**config.mk**
```make
export PLATFORM = sky130hd
export DESIGN_NAME = spike_count_readout
export DESIGN_NICKNAME = d
export VERILOG_FILES = /design/src/rtl/spike_count_readout.sv
export SDC_FILE = /design/constraint.sdc
export NUM_CORES = 1
export LEC_CHECK = 0
export CAP_MARGIN = 20
export CELL_PAD_IN_SITES_DETAIL_PLACEMENT = 2
export CELL_PAD_IN_SITES_GLOBAL_PLACEMENT = 2
export CORE_MARGIN = 5
export CORE_UTILIZATION = 25
export CTS_BUF_LIST = sky130_fd_sc_hd__clkbuf_8
export CTS_CLUSTER_DIAMETER = 60
export DETAILED_ROUTE_END_ITERATION = 7
export HOLD_SLACK_MARGIN = 0.06
export PLACE_DENSITY = 0.56
export REMOVE_ABC_BUFFERS = 1
export SLEW_MARGIN = 10
export SYNTH_ARGS = -nofsm -noshare
export SYNTH_HDL_FRONTEND = slang
export SYNTH_SLANG_ARGS = --single-unit
export TNS_END_PERCENT = 10
```
**constraint.sdc**
```tcl
create_clock -name clk -period 7.44 [get_ports clk]
set_clock_uncertainty 0.2 [all_clocks]
set_input_delay 0.744 -clock clk [delete_from_list [all_inputs] [get_ports clk]]
set_output_delay 0.744 -clock clk [all_outputs]
set_load 0.03 [all_outputs]
```
**src/rtl/spike_count_readout.sv**
```systemverilog
// spike_count_readout: counts output-layer spikes over a window of timesteps,
// then scans the per-neuron counts and reports the winning class via valid/ack.
//
// Ports:
//   clk, reset   clock; asynchronous active-high reset
//   start        begin a window (accepted only when idle)
//   window_len   timesteps per window, sampled with start (0 acts as 1)
//   ce           timestep strobe, spikes sampled when ce=1 while accumulating
//   spikes       one spike bit per output neuron
//   ack          consumer acknowledges the result
//   busy         accumulating or scanning
//   class_valid  result available, held until ack
//   class_id     index of the winning neuron (lowest index on ties)
//   class_count  spike count of the winner
//   tie          another neuron matched the winning count
module spike_count_readout #(
  parameter int N_OUT       = 10,
  parameter int COUNT_BITS  = 8,
  parameter int WINDOW_BITS = 8,
  parameter int ID_BITS     = $clog2(N_OUT)
) (
  input  logic                   clk,
  input  logic                   reset,
  input  logic                   start,
  input  logic [WINDOW_BITS-1:0] window_len,
  input  logic                   ce,
  input  logic [N_OUT-1:0]       spikes,
  input  logic                   ack,
  output logic                   busy,
  output logic                   class_valid,
  output logic [ID_BITS-1:0]     class_id,
  output logic [COUNT_BITS-1:0]  class_count,
  output logic                   tie
);

  typedef enum logic [1:0] {
    S_IDLE,
    S_ACCUM,
    S_SCAN,
    S_DONE
  } state_e;

  localparam logic [COUNT_BITS-1:0] CNT_MAX =
    {COUNT_BITS{1'b1}};
  localparam logic [ID_BITS-1:0] LAST_IDX =
    ID_BITS'(N_OUT - 1);
  localparam logic [WINDOW_BITS-1:0] ONE_STEP =
    WINDOW_BITS'(1);

  state_e                  state_q, state_d;
  logic [COUNT_BITS-1:0]   cnt_q [N_OUT];
  logic [COUNT_BITS-1:0]   cnt_d [N_OUT];
  logic [WINDOW_BITS-1:0]  step_q, step_d;
  logic [WINDOW_BITS-1:0]  len_q, len_d;
  logic [ID_BITS-1:0]      scan_idx_q, scan_idx_d;
  logic [COUNT_BITS-1:0]   best_q, best_d;
  logic [ID_BITS-1:0]      best_id_q, best_id_d;
  logic                    scan_tie_q, scan_tie_d;
  logic [ID_BITS-1:0]      class_id_q, class_id_d;
  logic [COUNT_BITS-1:0]   class_count_q;
  logic [COUNT_BITS-1:0]   class_count_d;
  logic                    tie_q, tie_d;
  logic                    busy_q, busy_d;
  logic                    valid_q, valid_d;
  logic [COUNT_BITS-1:0]   scan_val;

  always_comb begin
    state_d       = state_q;
    cnt_d         = cnt_q;
    step_d        = step_q;
    len_d         = len_q;
    scan_idx_d    = scan_idx_q;
    best_d        = best_q;
    best_id_d     = best_id_q;
    scan_tie_d    = scan_tie_q;
    class_id_d    = class_id_q;
    class_count_d = class_count_q;
    tie_d         = tie_q;
    scan_val      = cnt_q[scan_idx_q];

    unique case (state_q)
      S_IDLE: begin
        if (start) begin
          state_d = S_ACCUM;
          step_d  = '0;
          for (int i = 0; i < N_OUT; i++) begin
            cnt_d[i] = '0;
          end
          len_d = (window_len == '0) ? ONE_STEP
                                     : window_len;
        end
      end

      S_ACCUM: begin
        if (ce) begin
          for (int i = 0; i < N_OUT; i++) begin
            if (spikes[i] && cnt_q[i] != CNT_MAX) begin
              cnt_d[i] = cnt_q[i] + 1'b1;
            end
          end
          step_d = step_q + 1'b1;
          if (step_d == len_q) begin
            state_d    = S_SCAN;
            scan_idx_d = '0;
          end
        end
      end

      S_SCAN: begin
        // Strict greater-than keeps the lowest index on equal counts.
        if (scan_idx_q == '0) begin
          best_d     = scan_val;
          best_id_d  = '0;
          scan_tie_d = 1'b0;
        end else if (scan_val > best_q) begin
          best_d     = scan_val;
          best_id_d  = scan_idx_q;
          scan_tie_d = 1'b0;
        end else if (scan_val == best_q) begin
          scan_tie_d = 1'b1;
        end

        // The last neuron's comparison folds straight into the result.
        if (scan_idx_q == LAST_IDX) begin
          class_id_d    = best_id_d;
          class_count_d = best_d;
          tie_d         = scan_tie_d;
          state_d       = S_DONE;
        end else begin
          scan_idx_d = scan_idx_q + 1'b1;
        end
      end

      S_DONE: begin
        if (ack) begin
          state_d = S_IDLE;
        end
      end

      default: begin
        state_d = S_IDLE;
      end
    endcase

    busy_d  = (state_d == S_ACCUM) ||
              (state_d == S_SCAN);
    valid_d = (state_d == S_DONE);
  end

  always_ff @(posedge clk or posedge reset) begin
    if (reset) begin
      state_q       <= S_IDLE;
      step_q        <= '0;
      len_q         <= '0;
      scan_idx_q    <= '0;
      best_q        <= '0;
      best_id_q     <= '0;
      scan_tie_q    <= 1'b0;
      class_id_q    <= '0;
      class_count_q <= '0;
      tie_q         <= 1'b0;
      busy_q        <= 1'b0;
      valid_q       <= 1'b0;
      for (int i = 0; i < N_OUT; i++) begin
        cnt_q[i] <= '0;
      end
    end else begin
      state_q       <= state_d;
      step_q        <= step_d;
      len_q         <= len_d;
      scan_idx_q    <= scan_idx_d;
      best_q        <= best_d;
      best_id_q     <= best_id_d;
      scan_tie_q    <= scan_tie_d;
      class_id_q    <= class_id_d;
      class_count_q <= class_count_d;
      tie_q         <= tie_d;
      busy_q        <= busy_d;
      valid_q       <= valid_d;
      for (int i = 0; i < N_OUT; i++) begin
        cnt_q[i] <= cnt_d[i];
      end
    end
  end

  assign busy        = busy_q;
  assign class_valid = valid_q;
  assign class_id    = class_id_q;
  assign class_count = class_count_q;
  assign tie         = tie_q;

endmodule

```
==> run_summary.xml, run 1 <==
<?xml version="1.0" encoding="UTF-8"?>
<metrics>
  <group name="status">
    <metric name="outcome" unit="">complete, no violations</metric>
  </group>
  <group name="clocking">
    <metric name="htree_levels" unit="">4</metric>
    <metric name="number_of_buffers_inserted_to_repair_setup_after_cts" unit="">0</metric>
    <metric name="post_cts_resized" unit="">0</metric>
    <metric name="clkSinkCount" unit="">130</metric>
    <metric name="clkTransAtPathRegs" unit="ns">0.09</metric>
    <metric name="cts_stage_hold_buffer_count" unit="">0</metric>
    <metric name="worst_skew_pair_later_pin_latency" unit="ns">0.47</metric>
    <metric name="cts-root-to-sink-buffers" unit="">2</metric>
    <metric name="cts_buffers" unit="">17</metric>
    <metric name="tritoncts" unit="">built</metric>
    <metric name="ctsRootBufferMaster" unit="">clkbuf_8</metric>
  </group>
  <group name="synthesis">
    <metric name="yosys_register_bits" unit="">130</metric>
    <metric name="netlist.area_leader.share" unit="%">43.2</metric>
    <metric name="netlist_area" unit="sq um">7540</metric>
    <metric name="synth_async_sr_flop_share" unit="%">100</metric>
    <metric name="synth-main-ff-cell" unit="">dfrtp_1</metric>
    <metric name="ys_seq_area_share" unit="%">43.2</metric>
    <metric name="area_leader_netlist" unit="">dfrtp_1</metric>
    <metric name="synth-edff-count" unit="">0</metric>
    <metric name="synth_cell_types" unit="">62</metric>
    <metric name="synth_warnings" unit="">0</metric>
    <metric name="syn_area_per_cell" unit="sq um">9.49</metric>
    <metric name="postSynthCellCount" unit="">794</metric>
    <metric name="synthTopCellsByArea" unit="">dfrtp_1, mux4_2, xnor2_1, nand2_1, nand3_1</metric>
  </group>
  <group name="global_routing">
    <metric name="first_global_vias" unit="">6808</metric>
    <metric name="grt.overflow.total" unit="">0</metric>
    <metric name="global_route_wire_length_before_repair" unit="mm">40.0</metric>
    <metric name="grtUsageTotal" unit="%">15.1</metric>
    <metric name="antenna_found_initial" unit="">1</metric>
    <metric name="largest_net_degree_at_the_start_of_global_routing" unit="">54</metric>
  </group>
  <group name="floorplan">
    <metric name="floorplan.die.width" unit="microns">184</metric>
    <metric name="floorplan.initialDensity" unit="%">25.4</metric>
    <metric name="design.core.area" unit="sq um">29700</metric>
    <metric name="area_of_the_die" unit="sq um">33700</metric>
    <metric name="fp-row-count" unit="">63</metric>
    <metric name="dieHeight" unit="microns">184</metric>
    <metric name="design.portCount" unit="">38</metric>
  </group>
  <group name="routing">
    <metric name="wire_per_inst" unit="microns">20.3</metric>
    <metric name="remaining_drc_errors" unit="">0</metric>
    <metric name="vias" unit="">6314</metric>
    <metric name="drt-initial-drc-count" unit="">258</metric>
    <metric name="drtPass1Iterations" unit="">4</metric>
    <metric name="detail-route-antenna-nets" unit="">0</metric>
    <metric name="via_per_inst" unit="">5.19</metric>
    <metric name="postRouteWirelength" unit="mm">24.7</metric>
  </group>
  <group name="sta">
    <metric name="setup_violations" unit="">0</metric>
    <metric name="finalHoldViolations" unit="">0</metric>
    <metric name="rsz_0062_raised_after_global_routing" unit="">false</metric>
    <metric name="period_minus_slack" unit="ns">4.78</metric>
    <metric name="finalCritPeriodShare" unit="%">64.2</metric>
    <metric name="timing_worst_slew_pin_value" unit="ns">1.20</metric>
    <metric name="setup_tns" unit="ns">0</metric>
    <metric name="final_max_slew_viol_count" unit="">0</metric>
    <metric name="relSlewSlack" unit="%">20.1</metric>
    <metric name="max_clock_freq" unit="MHz">209</metric>
  </group>
  <group name="job">
    <metric name="max_cap_viol_count" unit="">0</metric>
  </group>
  <group name="worst_setup_path">
    <metric name="data_arrival_time_at_the_worst_slack_endpoint" unit="ns">4.92</metric>
    <metric name="worst-path-max-fanout" unit="">22</metric>
    <metric name="crit_required" unit="ns">7.59</metric>
    <metric name="critical_path.endpoint_type" unit="">register</metric>
    <metric name="critical_path.startpoint_type" unit="">register</metric>
    <metric name="criticalPathCategory" unit="">reg -&gt; reg</metric>
  </group>
  <group name="pwr">
    <metric name="power.share.sequential" unit="%">36.2</metric>
    <metric name="switching_power" unit="mW">1.42</metric>
    <metric name="power_leakage" unit="nW">3.54</metric>
    <metric name="ir_drop" unit="mV">0.133</metric>
    <metric name="combPwrFrac" unit="%">42.3</metric>
    <metric name="netSwitchingFraction" unit="%">45.8</metric>
    <metric name="pwr_density_cell" unit="nW/um^2">358</metric>
    <metric name="part_of_the_power_in_the_clock_network" unit="%">21.5</metric>
    <metric name="p_int" unit="mW">1.69</metric>
  </group>
  <group name="hold_path">
    <metric name="timing.hold.worst.class" unit="">reg -&gt; reg</metric>
  </group>
  <group name="finish">
    <metric name="area_growth_syn_to_layout" unit="%">15.1</metric>
    <metric name="final_layout_size_suffix_gt1_share" unit="%">8.95</metric>
    <metric name="postLayoutCellArea" unit="sq um">8680</metric>
    <metric name="finalNetCount" unit="">860</metric>
    <metric name="antenna_cells" unit="">0</metric>
  </group>
  <group name="place">
    <metric name="gp_routability_congestion" unit="">0.797</metric>
    <metric name="placed_cell_area" unit="sq um">8260</metric>
    <metric name="dp_hpwl" unit="mm">18.3</metric>
    <metric name="port_buffers" unit="">37</metric>
  </group>
</metrics>
-- layout make-up --
| type | instances | area [sq um] |
|---|---|---|
| Multi-Input combinational cell | 586 | 3960 |
| Clock buffer | 19 | 262 |
| Timing Repair Buffer | 43 | 415 |
| Sequential cell | 130 | 3250 |
| Inverter | 36 | 138 |
| Tap cell | 390 | 488 |
| Fill cell | 3306 | 21000 |
| Clock inverter | 13 | 160 |
-- routing by layer --
metal,vias up,GRT usage [%],part of all wire (%)
met5,-,0,0.053
met4,2,5.42,2.7
met3,41,3.03,2.5
met2,82,24.2,47
met1,3260,20.4,48
li1,2929,-,-
-- power by group through the flow --
stage          combinational (mW)  sequential [mW]  clock (mW)
4_1_cts                      1.33             1.13       0.694
3_5_place_dp                 1.33             1.14           0
6_report                     1.32             1.12       0.668
5_1_grt                      1.47             1.16       0.724
2_1_floorplan               0.906             1.05           0
3_3_place_gp                 1.28             1.13           0
-- sequential cells by signal (all words and copies together) (netlist names) --
| name | cells |
|---|---|
| best_id_q | 4 |
| class_count | 8 |
| scan_idx_q | 4 |
| best_q | 8 |
| scan_tie_q | 1 |
| tie | 1 |
| class_id | 4 |
| busy | 1 |
| cnt_q | 80 |
| class_valid | 1 |
| state_q | 2 |
| step_q | 8 |
| len_q | 8 |
-- synthesized netlist by cell type (all sizes together) (3+ instances only) --
| master | instances |
|---|---|
| dfrtp | 130 |
| nand2 | 94 |
| nor2 | 64 |
| nand3 | 60 |
| xnor2 | 41 |
| nor3 | 37 |
| inv | 36 |
| o31ai | 31 |
| o21ai | 27 |
| clkbuf | 25 |
| a21oi | 23 |
| ha | 23 |
| mux2i | 18 |
| buf | 17 |
| mux4 | 16 |
| nand4 | 16 |
| a211oi | 12 |
| xor2 | 10 |
| mux2 | 9 |
| or3 | 9 |
| and3 | 8 |
| o22ai | 8 |
| nor4 | 7 |
| o211ai | 7 |
| or4 | 7 |
| a31oi | 5 |
| and4 | 5 |
| o2111ai | 5 |
| a2111oi | 4 |
| a21o | 4 |
| and2 | 3 |
| nor2b | 3 |
-- stage by stage --
step | utilization (%) | total power, mW | instances | hold slack, ns | worst slack, ns
after floorplan | - | 1.96 | 752 | 0.263 | 3.03
after global placement | 27.8 | 2.41 | 1185 | 0.266 | 2.95
after detailed placement | 27.8 | 2.47 | 1185 | 0.286 | 2.67
after CTS | 29.2 | 3.16 | 1217 | 0.307 | 2.61
after global routing | 29.2 | 3.36 | 1217 | 0.330 | 2.34
final | 29.2 | 3.11 | 1217 | 0.294 | 2.66
-- critical path: stages, from the launching register on --
cell,delay (ns)
dfrtp_1,1.05
mux4_2,0.61
mux2i_1,0.17
o22ai_1,0.19
ha_1,0.39
nand3_1,0.14
o21bai_1,0.22
a32o_1,0.43
nor3_2,0.84
mux2_2,0.43
-- placed cells by master (no fill, tap or decap), drive strengths merged, types with 19 or more instances in the layout --
master,synthesis,layout
dfrtp,130,130
nand2,94,94
nor2,64,64
nand3,60,60
xnor2,41,41
inv,36,38
clkdlybuf4s50,0,37
nor3,37,37
o31ai,31,31
o21ai,27,27
a21oi,23,23
ha,23,23
clkbuf,25,19
-- logic make-up (layout without fill, tap and decap cells) --
group / after synthesis / count (layout) / synth area share (%)
and+or+nand+nor: 321 / 321 / 20.5
AOI/OAI and AO/OA: 148 / 148 / 13.7
DFF: 130 / 130 / 43.2
buffers and inverters: 78 / 111 / 4.33
xor gates and xnor gates: 51 / 51 / 5.93
muxes: 43 / 43 / 8.56
adders and majority gates: 23 / 23 / 3.82
-- final timing paths --
check | from | endpoint | slack [ns] | depth (start not counted)
setup / recovery | scan_idx_q[1] | best_q[3] | 2.66 | 9
min in group asynchronous | reset | class_id[1] | 0.49 | 2
setup reg to reg | scan_idx_q[1] | best_q[3] | 2.66 | 9
max in group asynchronous | reset | cnt_q[66] | 4.83 | 4
hold / removal | class_count[6] | class_count[6] | 0.29 | 2
hold reg to reg | class_count[6] | class_count[6] | 0.29 | 2
Power figures use the tool's default switching activity.
==> inputs of run 2 (changes only) <==
- PLACE_DENSITY: 0.56 -> 0.58
- clock period: 7.44 -> 4.05 ns (I/O delays scaled with it)
==> run 2 against run 1 <==
Net effect: flip-flop and latch count is the same; utilization grew 0.64 points; cell count grew 1.3%; non-clock buffer count grew 17; sequential power grew 79%; die area is the same; clock power grew 83%; global-route usage shrank 0.37 points.
==> run_summary.xml, run 2 (synthesis gave the netlist of run 1 again) <==
<?xml version="1.0" encoding="UTF-8"?>
<metrics>
  <group name="status">
    <metric name="outcome" unit="">complete, no violations</metric>
  </group>
  <group name="worst_setup_path">
    <metric name="critical_path.reg2reg.endpoint" unit="">class_count[7]</metric>
    <metric name="worst_reg2reg_setup_slack" unit="ns">0.30</metric>
    <metric name="worst-path-max-fanout" unit="">10</metric>
    <metric name="criticalPathCategory" unit="">reg -&gt; reg</metric>
    <metric name="timing.rr.start" unit="">scan_idx_q[0]</metric>
    <metric name="critical_path.endpoint_type" unit="">register</metric>
    <metric name="data_arrival_time_at_the_worst_slack_endpoint" unit="ns">3.90</metric>
    <metric name="r2r_cells" unit="">10</metric>
    <metric name="crit_required" unit="ns">4.21</metric>
    <metric name="critical_path.startpoint_type" unit="">register</metric>
  </group>
  <group name="global_routing">
    <metric name="grt.overflow.total" unit="">0</metric>
    <metric name="first_global_vias" unit="">6886</metric>
    <metric name="global_route_wire_length_before_repair" unit="mm">39.2</metric>
    <metric name="largest_net_degree_at_the_start_of_global_routing" unit="">67</metric>
    <metric name="grtUsageTotal" unit="%">14.8</metric>
    <metric name="antenna_found_initial" unit="">0</metric>
  </group>
  <group name="routing">
    <metric name="wire_per_inst" unit="microns">19.3</metric>
    <metric name="drt-initial-drc-count" unit="">287</metric>
    <metric name="detail-route-antenna-nets" unit="">0</metric>
    <metric name="via_per_inst" unit="">5.09</metric>
    <metric name="vias" unit="">6278</metric>
    <metric name="met2WireLength" unit="mm">11.2</metric>
    <metric name="postRouteWirelength" unit="mm">23.8</metric>
    <metric name="wire_length_the_detailed_router_placed_on_met1" unit="mm">11.5</metric>
    <metric name="highest-signal-layer" unit="">met4</metric>
    <metric name="wl_met3" unit="microns">609</metric>
    <metric name="remaining_drc_errors" unit="">0</metric>
    <metric name="drtPass1Iterations" unit="">4</metric>
  </group>
  <group name="clocking">
    <metric name="tritoncts" unit="">built</metric>
    <metric name="cts_buffers" unit="">17</metric>
    <metric name="ctsRootBufferMaster" unit="">clkbuf_8</metric>
    <metric name="clkSinkCount" unit="">130</metric>
    <metric name="htree_levels" unit="">4</metric>
    <metric name="worst_skew_pair_later_pin_latency" unit="ns">0.47</metric>
    <metric name="clkTransAtPathRegs" unit="ns">0.08</metric>
    <metric name="cts_stage_hold_buffer_count" unit="">0</metric>
    <metric name="cts-root-to-sink-buffers" unit="">2</metric>
  </group>
  <group name="floorplan">
    <metric name="floorplan.die.width" unit="microns">184</metric>
    <metric name="area_of_the_die" unit="sq um">33700</metric>
    <metric name="dieHeight" unit="microns">184</metric>
    <metric name="design.core.area" unit="sq um">29700</metric>
    <metric name="fp-row-count" unit="">63</metric>
    <metric name="floorplan.initialDensity" unit="%">25.4</metric>
    <metric name="design.portCount" unit="">38</metric>
  </group>
  <group name="finish">
    <metric name="utilization_after_layout" unit="%">29.8</metric>
    <metric name="largest_register_ffs" unit="">80</metric>
    <metric name="most_frequent_cells_in_the_layout" unit="">dfrtp_1, nand2_1, nor2_1</metric>
    <metric name="area_growth_syn_to_layout" unit="%">17.7</metric>
    <metric name="postLayoutCellArea" unit="sq um">8870</metric>
    <metric name="final_layout_size_suffix_gt1_share" unit="%">10.8</metric>
    <metric name="mostFrequentLayoutCell" unit="">dfrtp_1</metric>
    <metric name="antenna_cells" unit="">0</metric>
    <metric name="largest_register" unit="">cnt_q</metric>
    <metric name="finalNetCount" unit="">877</metric>
    <metric name="final_cell_count_no_fill" unit="">1233</metric>
  </group>
  <group name="sta">
    <metric name="setup_violations" unit="">0</metric>
    <metric name="relSlewSlack" unit="%">35.9</metric>
    <metric name="finalWorstSetupSlack" unit="ns">0.303</metric>
    <metric name="timing_worst_slew_pin_value" unit="ns">0.961</metric>
    <metric name="rsz_0062_raised_after_global_routing" unit="">false</metric>
    <metric name="finalCritPeriodShare" unit="%">92.5</metric>
    <metric name="period_minus_slack" unit="ns">3.75</metric>
    <metric name="final_max_slew_viol_count" unit="">0</metric>
    <metric name="setup_tns" unit="ns">0</metric>
    <metric name="max_clock_freq" unit="MHz">267</metric>
    <metric name="finalHoldViolations" unit="">0</metric>
    <metric name="worst_hold_margin" unit="ns">0.194</metric>
  </group>
  <group name="pwr">
    <metric name="pwr_density_cell" unit="nW/um^2">663</metric>
    <metric name="netSwitchingFraction" unit="%">44.8</metric>
    <metric name="combPwrFrac" unit="%">45.2</metric>
    <metric name="p_int" unit="mW">3.25</metric>
    <metric name="power.share.sequential" unit="%">34.0</metric>
    <metric name="part_of_the_power_in_the_clock_network" unit="%">20.7</metric>
    <metric name="total_power" unit="mW">5.88</metric>
    <metric name="ir_drop" unit="mV">0.370</metric>
    <metric name="switching_power" unit="mW">2.63</metric>
    <metric name="power_leakage" unit="nW">3.66</metric>
  </group>
  <group name="place">
    <metric name="port_buffers" unit="">37</metric>
    <metric name="dp_slack" unit="ns">-0.0371</metric>
    <metric name="dp_hpwl" unit="mm">17.5</metric>
    <metric name="place.detailed.instances" unit="">1199</metric>
    <metric name="gp_routability_congestion" unit="">0.816</metric>
    <metric name="placed_cell_area" unit="sq um">8390</metric>
  </group>
  <group name="hold_path">
    <metric name="timing.hold.worst.class" unit="">in -&gt; async</metric>
  </group>
  <group name="job">
    <metric name="max_cap_viol_count" unit="">0</metric>
  </group>
</metrics>
[run 2: worst max path at each step]
stage,startpoint,end,slack (ns),cells after the start
after global placement,scan_idx_q[0],best_q[7],0.1,10
after global routing,scan_idx_q[0],class_count[1],0.04,10
after floorplan,scan_idx_q[0],best_q[0],-0.07,9
after detailed placement,scan_idx_q[0],best_q[7],-0.04,10
final,scan_idx_q[0],class_count[7],0.30,10
after CTS,scan_idx_q[0],best_q[7],0.19,10
[run 2: power groups by stage]
| stage | Sequential, mW | Combinational, mW | Clock, mW |
|---|---|---|---|
| final | 2.00 | 2.66 | 1.22 |
| after detailed placement | 2.03 | 2.68 | 0 |
| after floorplan | 1.93 | 1.66 | 0 |
| after global placement | 2.03 | 2.64 | 0 |
| after global routing | 2.06 | 2.97 | 1.32 |
| after CTS | 2.01 | 2.70 | 1.28 |
[run 2: critical path, cell delays in order (launching register included)]
cell       delay [ns]
dfrtp_1          0.60
buf_4            0.29
mux4_2           0.52
mux2i_1          0.15
o22ai_1          0.16
ha_1             0.36
a2111oi_2        0.49
a32o_1           0.31
buf_4            0.20
nor3_1           0.09
o31ai_1          0.26
[run 2: layout make-up]
type / instances / area (sq um)
fillers: 3287 / 20800
multi-input cells: 586 / 3970
flip-flops and latches: 130 / 3250
repair buffers: 60 / 601
well taps: 390 / 488
clock buffers: 19 / 262
clock inverters: 12 / 158
inverters: 36 / 140
[run 2: per-layer routing]
metal,vias to the layer above,GRT usage [%]
met3,26,2.77
met1,3201,20.0
met2,87,23.9
met5,-,0
met4,0,4.62
li1,2964,-
[run 2: what timing repair did]
action / CTS / global route
pin swaps: 0 / 1
endpoints found under the setup margin: 8 / 6
setup buffers: 0 / 2
resized for setup: 1 / 0
==> inputs of run 3 (changes only) <==
- GPL_TIMING_DRIVEN: not set -> 0
==> run 3 against run 2 <==
Net effect: setup slack got worse by 0.11 ns; non-clock buffer count is 7 lower; critical path depth unchanged; clock power hardly changed; largest cell class unchanged; wire length shrank 1.4%; register-to-register slack lost 0.11 ns.
==> run_summary.xml, run 3 (synthesis gave the netlist of run 1 again) <==
<?xml version="1.0" encoding="UTF-8"?>
<metrics>
  <group name="routing">
    <metric name="postRouteWirelength" unit="mm">23.5</metric>
    <metric name="drt-initial-drc-count" unit="">257</metric>
    <metric name="vias" unit="">6158</metric>
    <metric name="detail-route-antenna-nets" unit="">0</metric>
    <metric name="drtPass1Iterations" unit="">4</metric>
    <metric name="via_per_inst" unit="">5.03</metric>
    <metric name="remaining_drc_errors" unit="">0</metric>
    <metric name="wire_per_inst" unit="microns">19.2</metric>
  </group>
  <group name="finish">
    <metric name="largest_register" unit="">cnt_q</metric>
    <metric name="area_growth_syn_to_layout" unit="%">17.3</metric>
    <metric name="final_cell_count_no_fill" unit="">1225</metric>
    <metric name="finalNetCount" unit="">870</metric>
    <metric name="mostFrequentLayoutCell" unit="">dfrtp_1</metric>
    <metric name="antenna_cells" unit="">0</metric>
    <metric name="utilization_after_layout" unit="%">29.8</metric>
    <metric name="final_layout_size_suffix_gt1_share" unit="%">10.7</metric>
    <metric name="postLayoutCellArea" unit="sq um">8850</metric>
    <metric name="most_frequent_cells_in_the_layout" unit="">dfrtp_1, nand2_1, nor2_1</metric>
    <metric name="largest_register_ffs" unit="">80</metric>
  </group>
  <group name="global_routing">
    <metric name="first_global_vias" unit="">6720</metric>
    <metric name="busiest_layer" unit="">met2</metric>
    <metric name="largest_net_degree_at_the_start_of_global_routing" unit="">107</metric>
    <metric name="grtUsageMet3" unit="%">2.57</metric>
    <metric name="antenna_found_initial" unit="">0</metric>
    <metric name="grt.met2_usage" unit="%">24.3</metric>
    <metric name="global_route_wire_length_before_repair" unit="mm">37.9</metric>
    <metric name="grt.overflow.total" unit="">0</metric>
    <metric name="grtUsageTotal" unit="%">14.2</metric>
    <metric name="grt_util_met1" unit="%">18.8</metric>
  </group>
  <group name="clocking">
    <metric name="tritoncts" unit="">built</metric>
    <metric name="cts-root-to-sink-buffers" unit="">2</metric>
    <metric name="worst_skew_pair_later_pin_latency" unit="ns">0.46</metric>
    <metric name="clkSinkCount" unit="">130</metric>
    <metric name="ctsRootBufferMaster" unit="">clkbuf_8</metric>
    <metric name="htree_levels" unit="">4</metric>
    <metric name="cts_buffers" unit="">17</metric>
    <metric name="clkTransAtPathRegs" unit="ns">0.09</metric>
  </group>
  <group name="floorplan">
    <metric name="floorplan.initialDensity" unit="%">25.4</metric>
    <metric name="design.portCount" unit="">38</metric>
    <metric name="dieHeight" unit="microns">184</metric>
    <metric name="fp-row-count" unit="">63</metric>
    <metric name="floorplan.die.width" unit="microns">184</metric>
    <metric name="area_of_the_die" unit="sq um">33700</metric>
    <metric name="design.core.area" unit="sq um">29700</metric>
  </group>
  <group name="job">
    <metric name="max_cap_viol_count" unit="">0</metric>
  </group>
  <group name="pwr">
    <metric name="netSwitchingFraction" unit="%">44.8</metric>
    <metric name="p_int" unit="mW">3.22</metric>
    <metric name="switching_power" unit="mW">2.61</metric>
    <metric name="pwr_density_cell" unit="nW/um^2">659</metric>
    <metric name="power.share.sequential" unit="%">34.8</metric>
    <metric name="combPwrFrac" unit="%">44.6</metric>
    <metric name="part_of_the_power_in_the_clock_network" unit="%">20.6</metric>
    <metric name="power_leakage" unit="nW">3.62</metric>
    <metric name="ir_drop" unit="mV">0.235</metric>
  </group>
  <group name="worst_setup_path">
    <metric name="data_arrival_time_at_the_worst_slack_endpoint" unit="ns">4.00</metric>
    <metric name="critical_path.endpoint_type" unit="">register</metric>
    <metric name="crit_path_cell_trace" unit="">mux4_2, mux2i_1, o22ai_1, ha_1, nand3_1, o21bai_1, a32o_2, nor3_4, buf_4, mux2_2</metric>
    <metric name="critPathLaunch" unit="">scan_idx_q[0]</metric>
    <metric name="timing.rr.start" unit="">scan_idx_q[0]</metric>
    <metric name="worst-path-max-fanout" unit="">17</metric>
    <metric name="critical_path.startpoint_type" unit="">register</metric>
    <metric name="cpMaxStageDelayCell" unit="">dfrtp_4</metric>
    <metric name="criticalPathCategory" unit="">reg -&gt; reg</metric>
    <metric name="max_stage_delay" unit="ns">0.64</metric>
    <metric name="crit_required" unit="ns">4.19</metric>
  </group>
  <group name="sta">
    <metric name="relSlewSlack" unit="%">34.6</metric>
    <metric name="worst_hold_margin" unit="ns">0.282</metric>
    <metric name="setup_tns" unit="ns">0</metric>
    <metric name="finalCritPeriodShare" unit="%">95.3</metric>
    <metric name="finalHoldViolations" unit="">0</metric>
    <metric name="timing_worst_slew_pin_value" unit="ns">0.981</metric>
    <metric name="setup_violations" unit="">0</metric>
    <metric name="period_minus_slack" unit="ns">3.86</metric>
    <metric name="max_clock_freq" unit="MHz">259</metric>
    <metric name="final_max_slew_viol_count" unit="">0</metric>
    <metric name="rsz_0062_raised_after_global_routing" unit="">true</metric>
  </group>
  <group name="place">
    <metric name="place.detailed.instances" unit="">1183</metric>
    <metric name="placed_cell_area" unit="sq um">8300</metric>
    <metric name="port_buffers" unit="">37</metric>
    <metric name="gp_routability_congestion" unit="">0.781</metric>
    <metric name="dp_hpwl" unit="mm">16.3</metric>
  </group>
  <group name="hold_path">
    <metric name="timing.hold.worst.class" unit="">reg -&gt; reg</metric>
    <metric name="timing.hold.worst.start" unit="">class_count[5]</metric>
  </group>
  <group name="status">
    <metric name="outcome" unit="">complete, no violations</metric>
  </group>
</metrics>
==> run 3: changes by cell type in the layout (fill, tap and decap cells not counted), sizes merged <==
cell	before	now
buf	23	15
clkinv	8	6
clkinvlp	0	2
dlygate4sd3	0	1
inv	37	36
==> run 3: worst paths after layout <==
kind / end / slack [ns] / depth (start not counted)
setup / recovery: best_q[4] / 0.19 / 10
hold / removal: class_count[5] / 0.28 / 2
setup reg to reg: best_q[4] / 0.19 / 10
hold reg to reg: class_count[5] / 0.28 / 2
max in group asynchronous: scan_idx_q[0] / 2.17 / 4
min in group asynchronous: len_q[5] / 0.66 / 3
==> run 3: layer usage <==
metal	routed length (microns)	vias up
li1	-	2945
met4	199	0
met2	11500	65
met1	11300	3135
met3	503	13
met5	0	-
==> run 3: final cells by class <==
| class | instances | area [sq um] |
|---|---|---|
| repair buffers | 53 | 557 |
| well taps | 390 | 488 |
| inverters | 36 | 146 |
| clock buffers | 19 | 262 |
| multi-input cells | 586 | 3990 |
| clock inverters | 11 | 139 |
| fillers | 3258 | 20900 |
| flip-flops and latches | 130 | 3260 |
==> run 3: through the flow <==
| stage | power, mW | setup WS, ns |
|---|---|---|
| 2_1_floorplan | 3.60 | -0.0666 |
| 3_3_place_gp | 4.42 | -2.59 |
| 3_5_place_dp | 4.58 | -0.941 |
| 4_1_cts | 5.88 | 0.0168 |
| 5_1_grt | 6.28 | -0.0225 |
| 6_report | 5.83 | 0.190 |
==> run 3: power by group through the flow <==
stage	clock [mW]	sequential, mW	combinational [mW]
CTS	1.26	2.06	2.56
detailed placement	0	2.08	2.50
finish	1.20	2.03	2.60
global route	1.31	2.09	2.89
floorplan	0	1.93	1.66
global placement	0	2.07	2.35
==> run 3: critical path: cells and delay by family, from the launching register on <==
kind | cells | cell delay, ns
DFF | 1 | 0.64
and+or+nand+nor | 2 | 0.40
AOI/OAI and AO/OA | 3 | 0.82
muxes | 3 | 1.08
buffers and inverters | 1 | 0.19
adders and majority gates | 1 | 0.39
==> run 3: timing repair <==
item | in CTS | in global routing
buffers inserted | 3 | 8
pin swaps | 1 | 0
resized for setup | 7 | 3
setup endpoints to repair | 26 | 22
hold endpoints to repair | 3 | 0
hold buffers | 1 | 0
